--- config.mk ---
export PLATFORM = sky130hd
export DESIGN_NAME = pattern_step_timer
export DESIGN_NICKNAME = d
export VERILOG_FILES = /design/src/rtl/pattern_step_timer.sv
export SDC_FILE = /design/constraint.sdc
export NUM_CORES = 1
export LEC_CHECK = 0
export ABC_AREA = 1
export ABC_CLOCK_PERIOD_IN_PS = 1000
export CORE_AREA = 5 5 42 44
export DETAILED_ROUTE_END_ITERATION = 6
export DIE_AREA = 0 0 47 49
export PLACE_DENSITY = 0.52
export SLEW_MARGIN = 30
export SYNTH_ARGS = -nofsm -noshare
export SYNTH_HDL_FRONTEND = slang
export SYNTH_SLANG_ARGS = --single-unit
--- constraint.sdc ---
create_clock -name clk -period 1 [get_ports clk]
set_input_delay 0.15 -clock clk [delete_from_list [all_inputs] [get_ports clk]]
set_output_delay 0.15 -clock clk [all_outputs]
set_load 0.01 [all_outputs]
--- src/rtl/pattern_step_timer.sv ---
`default_nettype none
// ============================================================================
// Module   : pattern_step_timer
// Purpose  : Per-slot cycle timer flagging the sample edge and the slot end.
// Revision : 1.0 - initial release
// ============================================================================
module pattern_step_timer #(
    parameter int STEP_CYC   = 20,
    parameter int SETTLE_CYC = 10,
    parameter int CNT_W      = $clog2(STEP_CYC + 1)
) (
    input  logic             clk,
    input  logic             rst,
    input  logic             clear,
    input  logic             enable,
    output logic [CNT_W-1:0] count,
    output logic             settle_hit,
    output logic             step_hit
);

    // Hits are decoded one count early so the consuming edge is the flagged one.
    localparam logic [CNT_W-1:0] c_settle_last = CNT_W'(SETTLE_CYC - 1);
    localparam logic [CNT_W-1:0] c_step_last   = CNT_W'(STEP_CYC - 2);

    logic [CNT_W-1:0] r_count;

    always_ff @(posedge clk) begin
        if (rst || clear) begin
            r_count <= '0;
        end else if (enable) begin
            r_count <= r_count + CNT_W'(1);
        end
    end

    assign count      = r_count;
    assign settle_hit = (r_count == c_settle_last);
    assign step_hit   = (r_count == c_step_last);

endmodule

`default_nettype wire

==> results of run 1 <==
critical path: stages (launching register included):
cell     delay, ps
dfxtp_2        320
inv_2           60
ha_4           120
nand2_2         40
nor3_2         130
buf_2          150
cells in the mapped netlist, drive strengths merged:
| library cell | count |
|---|---|
| a21oi | 3 |
| dfxtp | 5 |
| ha | 3 |
| inv | 3 |
| nand2 | 10 |
| nor2 | 7 |
| nor3 | 2 |
| o21ai | 3 |
repair_timing:
item                       4_1_cts  5_1_grt
gates resized for setup         42       11
setup endpoints to repair        9       10
setup buffers                    1        0
hold buffers                     0        0
pin swaps                        4        2
layout make-up:
class / instances / share of cell area (%)
tap: 16 / 3.77
clock buffer: 4 / 4.95
timing repair buffer: 18 / 29.2
sequential: 5 / 21.5
multi-input combinational: 28 / 38.4
inverter: 3 / 2.12
final timing paths:
check / start / endpoint
hold reg to reg: count[1] / count[1]
setup reg to reg: count[0] / count[4]
hold / removal: rst / count[2]
setup / recovery: count[0] / step_hit
stage by stage:
step / hold WS (ps) / std cells
2_1_floorplan: 232 / 36
3_3_place_gp: 547 / 70
3_5_place_dp: 551 / 70
4_1_cts: 554 / 75
5_1_grt: 577 / 74
6_report: 566 / 74
logic make-up (layout without fill, tap and decap cells):
logic type / Yosys count / count (layout) / share of synthesized area (%)
and+or+nand+nor: 19 / 19 / 31.3
AOI/OAI and AO/OA: 6 / 6 / 11.5
DFF: 5 / 5 / 38.5
adders and majority gates: 3 / 3 / 14.4
buffers and inverters: 3 / 25 / 4.33
metal layers:
metal	up-vias	share of wire, %	track usage [%]
li1	159	-	-
met1	127	42	8.11
met2	12	45	9.73
met3	4	11	4.06
met4	0	2.3	5.53
met5	-	0	0
power by group:
group	leakage (nW)	total [mW]	switching, mW	internal (mW)
Sequential	0.0438	0.202	0.00443	0.197
Combinational	0.162	0.0638	0.0275	0.0364
Clock	0.0150	0.237	0.0863	0.151
Total	0.221	0.503	0.118	0.385
==> metrics.txt, run 1 <==
Slew HR 81.9%; GRT Util Overall 7.25%; fin util 37.9%; Peak supply drop 456 uV; CP startpoint kind register; final WL 726 um; Setup TNS -425 ps; total power 0.503 mW; maximum number of pins on one net before global-route repair 6; FF+latch count, synth 5; CTS tree yes; width of the die 47 um; Max Clk Rate 828 MHz; Fin. Hold Viols 0; RSZ-0062 raised after global routing yes; Worst Max-Slew Pin Slew 271 ps; Placement Cell Area 453 um2; Die H 49 um; Finish-stage setup viols 3; WHS Path Cells 4; commonest cells after routing, fill and taps aside nand2_1 (8), buf_6 (6), nor2_1 (5), buf_4 (5), buf_2 (4); setup slack after layout -208 ps; Mapped Area 260 um2; Antenna Nets Post-Route 0; syn avg cell area 7.23 um2; Die ar. 2300 um2; status finished, violations left; post-synth top area share 38.5%; DP Worst Slack -357 ps; Num CTS Buffers 3; port bufs 10; Syn. warnings 0; CTS sink cnt 5; ant diodes 0; Final Critical Period 1210 ps; Routed wire per std cell 9.81 um; area of the multi-input gates 204 um2; Initial Utilization 18.6%; Rows 14; most common cell after layout, fill and taps aside nand2_1; Iter 0 DRT Violations 4; Largest register FFs 5; global-route wire length before repair 1160 um; layout cells sized above 1 60.3%; crit-path max FO 3; FF/Latch Area 114 um2; Placer Congestion 0.669; CTS Buffer Depth 2; failing checks setup timing; max cap viols 0; number of global-route vias before repair 292; Yosys cell types 10; routed vias/inst 4.08; Seq/Total Area, Yosys 38.5%; final worst-path cycle share 121%; post-DP HPWL 488 um; Fill cells 156; Worst-path clk slew 40 ps; router iterations before antenna repair 4; H-tree levels 1; DRC viols 0; Mapped Cells 36; Root Buffer clkbuf_4; NumNets Final 66; Leak 0.221 nW; Setup Skew 2.09 ps; Vias 302; GR Overflow Total 0; Reg2Reg Setup Slack -20 ps; worst endpoint data arrival time 1060 ps; most area-hungry cell type in the Yosys netlist dfxtp_1; Mapped Nets 43; clk_lat worst skew 240 ps; PwrDens 948 nW/um2; io pins 11; CP required 850 ps; Worst Hold Class input port to register; antenna violations before repair 0; kind of critical path register to output port; Final Max Slew Viols 0; Worst Reg-to-Reg Cells 7; top post-synthesis cells by area dfxtp_1 (38%), ha_1 (14%), nand2_1 (13%); Layout area overhead 104%; Setup crit end kind output port; core area 1400 um2; fin area 531 um2
No activity file was read; power rests on OpenSTA's default activity.
==> run 2, diff against run 1 <==
--- a/config.mk
+++ b/config.mk
@@ -10,7 +10,7 @@
 export CORE_AREA = 5 5 42 44
 export DETAILED_ROUTE_END_ITERATION = 6
 export DIE_AREA = 0 0 47 49
-export PLACE_DENSITY = 0.52
+export PLACE_DENSITY_LB_ADDON = 0.3
 export SLEW_MARGIN = 30
 export SYNTH_ARGS = -nofsm -noshare
 export SYNTH_HDL_FRONTEND = slang
==> run 2 against run 1 <==
  * The run still ends with setup timing left
  * Clock power is 2% lower
  * Highest routed layer unchanged
  * Design area is 1.7% lower
  * Via count is 2.0% lower
  * Critical path depth stayed put
  * Clock skew is 1.4 ps higher
  * Global-route usage is 0.71 points lower
==> metrics.txt, run 2 (synthesized netlist as in run 1, its figures left out) <==
Routed wire per std cell 8.15 um; ant diodes 0; max cap viols 0; DRC viols 0; Peak supply drop 597 uV; CTS Buffer Depth 2; PwrDens 950 nW/um2; kind of critical path register to output port; H-tree levels 1; CP startpoint kind register; Setup Skew 3.50 ps; Post-Layout Cell Count 74; Max Clk Rate 836 MHz; Setup crit end kind output port; core area 1400 um2; Placed Cells 69; Layout area overhead 100%; Die ar. 2300 um2; hold_ws 573 ps; worst endpoint data arrival time 1050 ps; GRT Util Overall 6.54%; Die H 49 um; total power 0.495 mW; CTS tree yes; number of global-route vias before repair 265; Leak 0.220 nW; Root Buffer clkbuf_4; final worst-path cycle share 120%; crit-path max FO 3; Largest register FFs 5; router iterations before antenna repair 3; DP Worst Slack -369 ps; Fin. Hold Viols 0; width of the die 47 um; post-DP HPWL 478 um; antenna violations before repair 0; Placer Congestion 0.654; maximum number of pins on one net before global-route repair 6; Num CTS Buffers 3; clk_lat worst skew 240 ps; Setup TNS -506 ps; Fill cells 164; Worst Max-Slew Pin Slew 165 ps; io pins 11; final WL 603 um; Slew HR 89.0%; Worst-path clk slew 40 ps; routed vias/inst 4.00; failing checks setup timing; global-route wire length before repair 1040 um; layout cells sized above 1 56.9%; CTS sink cnt 5; Initial Utilization 18.6%; Rows 14; Iter 0 DRT Violations 3; CP required 850 ps; setup slack after layout -196 ps; RSZ-0062 raised after global routing yes; port bufs 10; Worst Hold Class register to register; most common cell after layout, fill and taps aside nand2_1; GR Overflow Total 0; Final Max Slew Viols 0; Antenna Nets Post-Route 0; Finish-stage setup viols 4; NumNets Final 66; commonest cells after routing, fill and taps aside nand2_1 (8), buf_4 (7), buf_6 (5); Vias 296; Final Critical Period 1200 ps; status finished, violations left
run 2: cell types whose count changed in the layout (fill, tap and decap cells not counted):
cell	change
buf_6	-1
dfxtp_2	+1
buf_2	-1
o21ai_2	-1
o21ai_1	+1
nor2_2	+1
dfxtp_4	-1
nor2_1	-1
buf_4	+2
inv_2	-1
a21oi_1	+1
a21oi_2	-1
inv_1	+1
run 2: final timing paths:
path,startpoint,to,slack (ps),cells past startpoint
worst max-delay path,count[0],step_hit,-200,5
worst min register to register,count[1],count[1],570,2
worst min-delay path,count[1],count[1],570,2
worst max register to register,count[1],count[4],-30,7
run 2: metal layers:
| metal | global-route usage, % | vias to the layer above | routed length, um |
|---|---|---|---|
| met3 | 4.43 | 2 | 67 |
| li1 | - | 161 | - |
| met1 | 7.44 | 123 | 286 |
| met5 | 0 | - | 0 |
| met2 | 7.92 | 10 | 243 |
| met4 | 5.53 | 0 | 6 |
run 2: power breakdown:
part / total, mW / switching [mW] / leakage, nW / internal (mW)
Clock: 0.233 / 0.0817 / 0.0150 / 0.151
Combinational: 0.0598 / 0.0255 / 0.161 / 0.0343
Sequential: 0.203 / 0.00399 / 0.0435 / 0.199
run 2: area by class of cell:
cell class	instances	area (um2)	share of cell area, %
Sequential cell	5	111	21.3
Inverter	3	11.3	2.16
Tap cell	16	20.0	3.84
Timing Repair Buffer	18	154	29.5
Multi-Input combinational cell	28	199	38.1
Clock buffer	4	26.3	5.04
run 2: stage by stage:
stage | utilization (%) | instance area, um2
final | 37.2 | 522
after global routing | 37.2 | 522
after CTS | 35.5 | 498
after detailed placement | 31.8 | 445
after global placement | 31.8 | 445
after floorplan | - | 273
run 2: timing repair:
item | CTS | global route
hold buffers | 0 | 0
resized for setup | 41 | 8
pin swaps | 5 | 2
endpoints found under the setup margin | 9 | 10
gates cloned | 0 | 0
buffers inserted | 1 | 1
run 2: critical path: stages (launching register included):
cell and delay, ps:
dfxtp_2 330, inv_2 60, ha_4 120, nand2_2 40, nor3_2 120, buf_2 140
==> run 3, diff against run 2 <==
--- a/config.mk
+++ b/config.mk
@@ -10,6 +10,7 @@
 export CORE_AREA = 5 5 42 44
 export DETAILED_ROUTE_END_ITERATION = 6
 export DIE_AREA = 0 0 47 49
+export HOLD_SLACK_MARGIN = 0.1
 export PLACE_DENSITY_LB_ADDON = 0.3
 export SLEW_MARGIN = 30
 export SYNTH_ARGS = -nofsm -noshare
==> results of run 3 <==
Final layout, timing and power as in run 2 (identical DEF).
